`src/rtl/rx_pkt_fifo_stat_if.sv`:
```
// Receive-FIFO statistics bus: beat/eof/overrun/clear inputs toward the
// statistics block and the status word plus good-packet strobe back out.
interface rx_pkt_fifo_stat_if;
  logic        rx_valid;
  logic        rx_eof;
  logic        rx_overrun;
  logic        clr;
  logic [31:0] status_out;
  logic        pkt_strobe;

  modport master (
    output rx_valid, rx_eof, rx_overrun, clr,
    input  status_out, pkt_strobe
  );

  modport slave (
    input  rx_valid, rx_eof, rx_overrun, clr,
    output status_out, pkt_strobe
  );
endinterface

```
`src/rtl/rx_pkt_fifo_stat.sv`:
```
// rx_pkt_fifo_stat: tracks packets leaving a receive FIFO, counts good
// packets, remembers the last packet length and keeps sticky overrun and
// length-error flags, all packed into one 32-bit status word.
// Optional feature macro: RX_PKT_FIFO_STAT_LEN_CHECK_EN -- when defined, a
// completed packet whose length differs from EXP_LEN raises len_err and is
// not counted or strobed.
module rx_pkt_fifo_stat #(
  parameter int EXP_LEN = 16
) (
  input logic               user_clk,
  input logic               user_rst,
  rx_pkt_fifo_stat_if.slave bus
);

`ifdef RX_PKT_FIFO_STAT_LEN_CHECK_EN
  localparam bit LEN_CHECK = 1'b1;
`else
  localparam bit LEN_CHECK = 1'b0;
`endif

  localparam logic [11:0] EXP_LEN_W = 12'(EXP_LEN);
  localparam logic [11:0] LEN_MAX   = 12'hFFF;

  typedef enum logic [1:0] {
    IDLE = 2'd0,
    PKT  = 2'd1,
    DROP = 2'd2
  } state_t;

  state_t      state;
  logic [11:0] len;
  logic [11:0] last_len;
  logic [15:0] pkt_cnt;
  logic        overrun_sticky;
  logic        len_err_sticky;
  logic        strobe_q;

  logic        eof_beat;
  logic [11:0] final_len;
  logic        complete;
  logic        len_bad;
  logic        good;

  // Decode this cycle's beat: the length the packet would end with, whether
  // a packet completes (not dropped), and whether that completion is good.
  always_comb begin
    eof_beat  = bus.rx_valid && bus.rx_eof;
    final_len = 12'd1;
    if (state != IDLE) begin
      final_len = (len == LEN_MAX) ? len : len + 12'd1;
    end
    complete  = eof_beat && !bus.rx_overrun && (state != DROP);
    len_bad   = LEN_CHECK && (final_len != EXP_LEN_W);
    good      = complete && !len_bad;
  end

  // Packet framing state machine and running beat length.
  always_ff @(posedge user_clk) begin
    if (user_rst) begin
      state <= IDLE;
      len   <= 12'd0;
    end else begin
      case (state)
        IDLE: begin
          if (bus.rx_valid && !bus.rx_eof) begin
            len   <= 12'd1;
            state <= bus.rx_overrun ? DROP : PKT;
          end
        end
        PKT: begin
          if (bus.rx_overrun) begin
            state <= DROP;
          end else if (bus.rx_valid) begin
            len <= final_len;
            if (bus.rx_eof) begin
              state <= IDLE;
            end
          end
        end
        DROP: begin
          if (eof_beat) begin
            state <= IDLE;
          end
        end
        default: state <= IDLE;
      endcase
    end
  end

  // Statistics: clear first, then completion updates; sticky sets beat clear.
  always_ff @(posedge user_clk) begin
    if (user_rst) begin
      pkt_cnt        <= 16'd0;
      last_len       <= 12'd0;
      overrun_sticky <= 1'b0;
      len_err_sticky <= 1'b0;
      strobe_q       <= 1'b0;
    end else begin
      strobe_q <= good;
      if (bus.clr) begin
        pkt_cnt  <= 16'd0;
        last_len <= 12'd0;
      end
      if (complete) begin
        last_len <= final_len;
      end
      if (good) begin
        pkt_cnt <= bus.clr ? 16'd1 : pkt_cnt + 16'd1;
      end
      overrun_sticky <= bus.rx_overrun || (overrun_sticky && !bus.clr);
      len_err_sticky <= (complete && len_bad) || (len_err_sticky && !bus.clr);
    end
  end

  assign bus.pkt_strobe = strobe_q;
  assign bus.status_out = {pkt_cnt, last_len, overrun_sticky,
                           len_err_sticky && LEN_CHECK, state};

endmodule
```
`src/flat_wrapper.sv`:
```
// flat-port wrapper written by rule: the top's interface ports become plain ports
module rx_pkt_fifo_stat_flat 
#(
  parameter int EXP_LEN = 16
)
  (user_clk, user_rst, bus_rx_valid, bus_rx_eof, bus_rx_overrun, bus_clr, bus_status_out, bus_pkt_strobe);
  rx_pkt_fifo_stat_if bus_i ();
  input logic user_clk;
  input logic user_rst;
  input wire logic [$bits(bus_i.rx_valid)-1:0] bus_rx_valid;
  input wire logic [$bits(bus_i.rx_eof)-1:0] bus_rx_eof;
  input wire logic [$bits(bus_i.rx_overrun)-1:0] bus_rx_overrun;
  input wire logic [$bits(bus_i.clr)-1:0] bus_clr;
  output wire logic [$bits(bus_i.status_out)-1:0] bus_status_out;
  output wire logic [$bits(bus_i.pkt_strobe)-1:0] bus_pkt_strobe;
  assign bus_i.rx_valid = bus_rx_valid;
  assign bus_i.rx_eof = bus_rx_eof;
  assign bus_i.rx_overrun = bus_rx_overrun;
  assign bus_i.clr = bus_clr;
  assign bus_status_out = bus_i.status_out;
  assign bus_pkt_strobe = bus_i.pkt_strobe;
  rx_pkt_fifo_stat #(.EXP_LEN(EXP_LEN)) u_core (.user_clk(user_clk), .user_rst(user_rst), .bus(bus_i));
endmodule
```
`config.mk`:
```
export PLATFORM = sky130hd
export DESIGN_NAME = rx_pkt_fifo_stat_flat
export DESIGN_NICKNAME = d
export VERILOG_FILES = /design/src/rtl/rx_pkt_fifo_stat_if.sv /design/src/rtl/rx_pkt_fifo_stat.sv /design/src/flat_wrapper.sv
export SDC_FILE = /design/constraint.sdc
export NUM_CORES = 1
export LEC_CHECK = 0
export ABC_AREA = 0
export CAP_MARGIN = 15
export CORE_UTILIZATION = 45
export CTS_BUF_LIST = sky130_fd_sc_hd__clkbuf_4
export DETAILED_ROUTE_END_ITERATION = 8
export PLACE_DENSITY_LB_ADDON = 0.05
export SLEW_MARGIN = 10
export SYNTH_ARGS = -nofsm -noshare
export SYNTH_HDL_FRONTEND = slang
export SYNTH_SLANG_ARGS = --single-unit
```
`constraint.sdc`:
```
create_clock -name user_clk -period 2.7 [get_ports user_clk]
set_input_delay 0.54 -clock user_clk [delete_from_list [all_inputs] [get_ports user_clk]]
set_output_delay 0.54 -clock user_clk [all_outputs]
set_load 0.03 [all_outputs]
```
==> results.yml, run 1 <==
cts:
  numCtsBuffers: 5
  cts_setup_buffers: 0
  path_clk_slew_ns: 0.13
  clk_path_buf_depth: 2
  hold_buffers: 0
  cts_resized: 0
  cts_sinks: 44
  cts-root-buf: "clkbuf_4"
  clk_latency_ns: 0.35
  cts_tree: "yes"
  cts_max_level: 2
floorplan:
  core-area_mm2: 0.00479
  initial_core_util: 0.474
  die_area_mm2: 0.00533
  io_pins: 39
  die_x_um: 73
  die_h_um: 73
  rows: 25
critical_path:
  timing.rr.start: "u_core.len[0]"
  cp-end-kind: "output port"
  crit_chain: "clkdlybuf4s50_1"
  rr_worst_depth: 5
  cp-start-kind: "register"
  arrival_ns: 1.68
  critPathKind: "register to output port"
  rrSetupSlack_ns: 0.65
  required_ns: 2.16
  cp_num_buf_inv: 1
  critical_path.max_fanout: 10
  cp_top_family: "buffers and inverters"
  cpMaxStageDelayCell: "clkdlybuf4s50_1"
  r2r_end: "u_core.last_len[7]"
  slowest_delay_ns: 0.76
synthesis:
  synth_ff_type: "dfxtp_1"
  yosysSeqAreaShare: 0.388
  yosysUniqueCellTypes: 53
  syn_area_mm2: 0.00227
  synth_area_leaders: "dfxtp_1, o21ai_0, nand2_1"
  netlist.area_leader.share: 0.388
  netlist_instances: 270
  synth_edf_count: 0
  synth_top_area_cell: "dfxtp_1"
  synth_nets: 278
  synthArstFlopShare: 0
  yosysWarningCount: 0
  ys_ff_latch: 44
  syn_area_per_cell_um2: 8.40
run:
  max_cap_violations: 0
sta:
  hold_viol_final: 0
  setup_viol: 0
  max_freq_mhz: 450
  drv_slew: 0
  tightestPinTransition_ns: 0.636
  period_needed_ns: 2.22
  finalClockSkew_ns: 0.0141
  slew-limit-headroom: 0.572
  tns_ns: 0
  rsz0062_at_grt: "false"
  finalCritPeriodShare: 0.822
placed_design:
  dp_cells: 364
  portBuffers: 37
  gp_congestion: 0.904
  place_area_mm2: 0.00270
  dp_hpwl_um: 3650
layout:
  layout_commonest_cell: "dfxtp_1"
  final_cell_mix: "dfxtp_1, clkdlybuf4s50_1, nand2_1"
  n_antenna_cell: 0
  design_area_mm2: 0.00275
  fin_cells: 372
  area_growth_pct: 21.3
  layout-drive-gt1-share: 0.0754
  fin_nets: 312
  utilization: 0.575
global_routing:
  gr-total-overflow: 0
  grt_max_degree: 16
  grtUsageTotal: 0.204
  grt_pass1_vias: 1727
  grt_pass1_wl_um: 8450
  antenna_found_initial: 0
routing:
  ant_nets: 0
  drtIter0Drc: 145
  drt_pass1_iterations: 4
  drcViolationCount: 0
  wire_per_inst_um: 13.9
  route.final.wire_length_um: 5160
  via_count: 2111
  vias_per_cell: 5.67
power:
  ir_drop_v: 0.000205
  powerDensity_mw_per_mm2: 389
  power_leakage_uw: 0.000886
min_path:
  hold-path-cell-count: 2
  hold_path.startpoint: "u_core.last_len[8]"
  worst_hold_path_type: "register to register"
  whs_endpoint: "u_core.last_len[8]"
run_status:
  status: "complete, no violations"
==> cells in the mapped netlist, types with 6 or more instances <==
cell type	number
dfxtp_1	44
nand2_1	24
o21ai_0	19
nor2_1	18
a21oi_1	15
clkbuf_1	11
nand4_1	11
nand3_1	10
inv_1	8
or3_1	8
nor4_1	7
o211ai_1	7
or4_1	7
xnor2_1	7
o31ai_1	6
==> registers in the layout, summed over array words and instances (netlist names) <==
name                   count
u_core.bus.pkt_strobe      1
u_core.last_len           12
u_core.state               2
u_core.pkt_cnt            16
u_core.overrun_sticky      1
u_core.len                12
==> worst reg2reg max path: cells and delay by family, from the launching register on <==
family                   cells  cell delay, ns
flip-flops                   1            0.46
AND/OR/NAND/NOR              2            0.27
buffers and inverters        1            0.17
AO/OA/AOI/OAI                1            0.67
adder cells (fa/ha/maj)      1            0.38
==> worst max path at each step <==
stage	start	endpoint	slack [ns]	depth (start not counted)
floorplan	u_core.state[0]	u_core.pkt_cnt[14]	0.66	7
global placement	bus_rx_eof	u_core.pkt_cnt[14]	0.24	5
detailed placement	bus_rx_eof	u_core.pkt_cnt[14]	0.22	5
CTS	u_core.state[0]	bus_status_out[0]	0.48	1
global route	u_core.len[0]	u_core.len[5]	0.40	5
finish	u_core.state[0]	bus_status_out[0]	0.48	1
==> cell families (layout without fill, tap and decap cells) <==
family	count (synthesis)	in the layout	share of synthesized area
and+or+nand+nor	113	113	0.288
AOI/OAI and AO/OA	71	71	0.207
DFF	44	44	0.388
buffers and inverters	27	62	0.0552
xor gates and xnor gates	9	9	0.0348
muxes	3	3	0.0138
adders and majority gates	2	2	0.0110
other	1	1	0.00165
==> per-layer routing <==
metal  up-vias  share of wire  routed length [um]  global-route usage
met3         4          0.053                 272              0.0414
li1       1075              -                   -                   -
met1       978           0.50                2590               0.297
met2        54           0.44                2250               0.299
met5         -              0                   0                   0
met4         0          0.010                  53              0.0654
==> area by class of cell <==
class	count	area (um^2)
inverter	8	30.0
timing repair buffer	46	438
multi-input combinational	199	1260
sequential	44	881
clock buffer	6	45.0
tap	67	83.8
fill	464	2030
clock inverter	2	11.3
==> report_power, final <==
| group | total (uW) | internal [uW] | switching, uW |
|---|---|---|---|
| combinational | 88.0 | 38.3 | 49.8 |
| sequential | 663 | 655 | 8.04 |
| clock | 320 | 109 | 210 |
| total | 1070 | 803 | 268 |
==> through the flow <==
stage | setup WS [ns] | total power (uW) | hold WS (ns)
2_1_floorplan | 0.661 | 733 | 0.456
3_3_place_gp | 0.242 | 766 | 0.435
3_5_place_dp | 0.217 | 765 | 0.441
4_1_cts | 0.475 | 1090 | 0.472
5_1_grt | 0.401 | 1120 | 0.485
6_report | 0.480 | 1070 | 0.463
No activity file was read; power rests on OpenSTA's default activity.
==> inputs of run 2 (changes only) <==
==> constraint.sdc (replaced) <==
create_clock -name user_clk -period 1.8 [get_ports user_clk]
set_input_delay 0.36 -clock user_clk [delete_from_list [all_inputs] [get_ports user_clk]]
set_output_delay 0.36 -clock user_clk [all_outputs]
set_load 0.03 [all_outputs]
==> results.yml, run 2 (same netlist as run 1, synthesis figures left out) <==
routing:
  vias_per_cell: 5.57
  drt_pass1_iterations: 4
  drtIter0Drc: 155
  via_count: 2249
  ant_nets: 0
  wire_per_inst_um: 14.0
  drcViolationCount: 0
  route.final.wire_length_um: 5680
cts:
  cts_tree: "yes"
  hold_buffers: 0
  clk_latency_ns: 0.36
  cts_setup_buffers: 0
  cts_sinks: 44
  numCtsBuffers: 5
  cts_max_level: 2
  clk_path_buf_depth: 2
  path_clk_slew_ns: 0.13
  cts-root-buf: "clkbuf_4"
sta:
  finalCritPeriodShare: 0.967
  whs_ns: 0.463
  drv_slew: 0
  setup_ws_ns: 0.0599
  finalClockSkew_ns: 0.00809
  rsz0062_at_grt: "false"
  hold_viol_final: 0
  period_needed_ns: 1.74
  max_freq_mhz: 575
  setup_viol: 0
power:
  power_leakage_uw: 0.00129
  ir_drop_v: 0.000440
  powerDensity_mw_per_mm2: 530
floorplan:
  io_pins: 39
  die_area_mm2: 0.00533
  die_x_um: 73
  die_h_um: 73
  rows: 25
  initial_core_util: 0.474
  core-area_mm2: 0.00479
critical_path:
  critPathKind: "register to output port"
  arrival_ns: 1.38
  required_ns: 1.44
  cp-start-kind: "register"
  cp-end-kind: "output port"
  cp_num_buf_inv: 1
  cp_top_family: "buffers and inverters"
  crit_chain: "clkdlybuf4s50_1"
  cpMaxStageDelayCell: "clkdlybuf4s50_1"
  critical_path.max_fanout: 2
  slowest_delay_ns: 0.67
layout:
  layout-drive-gt1-share: 0.184
  utilization: 0.635
  top_regs: "u_core.pkt_cnt: 16 flops, u_core.last_len: 12 flops, u_core.len: 12 flops"
  regMostFlops: "u_core.pkt_cnt"
  design_area_mm2: 0.00304
  final_cell_mix: "buf_4, dfxtp_1, nand2_1"
  fin_nets: 344
  largest_reg_flops: 16
  layout_commonest_cell: "buf_4"
  area_growth_pct: 34.0
  n_antenna_cell: 0
global_routing:
  grt-busiest-layer: "met2"
  grtUsageMet2: 0.358
  grt_pass1_vias: 2079
  grt_pass1_wl_um: 9650
  gr-total-overflow: 0
  grtUsageTotal: 0.232
  met3_usage: 0.0414
  grt_max_degree: 15
  antenna_found_initial: 0
  use_met1: 0.329
min_path:
  worst_hold_path_type: "register to register"
placed_design:
  dpl_worst_slack_ns: -0.387
  gp_congestion: 0.845
  place_area_mm2: 0.00297
  portBuffers: 37
  dp_hpwl_um: 4240
run_status:
  status: "complete, no violations"
run:
  max_cap_violations: 0
run 2: cell count changes in the layout (fill, tap and decap cells not counted), sizes merged:
cell	previous run	this run
clkbuf	6	5
clkdlybuf4s50	37	13
clkinv	1	3
buf	9	41
dlymetal6s2s	0	11
dlygate4sd2	0	13
clkinvlp	1	0
run 2: routing by layer:
metal,vias up,wire length (um)
met2,53,2470
met5,-,0
li1,1142,-
met4,0,65
met1,1048,2910
met3,6,229
run 2: area by class of cell:
type	instances	area, um^2
inverter	8	30.0
clock inverter	3	13.8
sequential	44	895
fill	447	1750
clock buffer	5	37.5
multi-input combinational	199	1290
timing repair buffer	78	689
tap	67	83.8
run 2: repair_timing:
item	in CTS	in global routing
pin swaps	0	1
hold endpoints to repair	0	0
endpoints found under the setup margin	14	11
gates resized for setup	14	11
run 2: worst paths after layout:
check                             to                 from  slack, ns  cells past startpoint
setup reg to reg  u_core.pkt_cnt[15]    u_core.pkt_cnt[0]       0.08                      4
setup / recovery  bus_status_out[14]  u_core.last_len[10]       0.06                      1
hold / removal    u_core.last_len[5]   u_core.last_len[5]       0.46                      2
hold reg to reg   u_core.last_len[5]   u_core.last_len[5]       0.46                      2
run 2: report_power, final:
group	leakage (uW)	switching [uW]	total (uW)	internal [uW]
Sequential	0.000359	10.4	990	980
Clock	0.0000324	323	467	144
Combinational	0.000897	82.1	154	71.8
Total	0.00129	415	1610	1200
run 2: through the flow:
step	setup TNS (ns)	cells	total power, uW
after detailed placement	-6.87	396	1170
after CTS	0	404	1630
final	0	404	1610
after floorplan	0	270	1100
after global placement	-5.52	396	1170
after global routing	0	404	1680
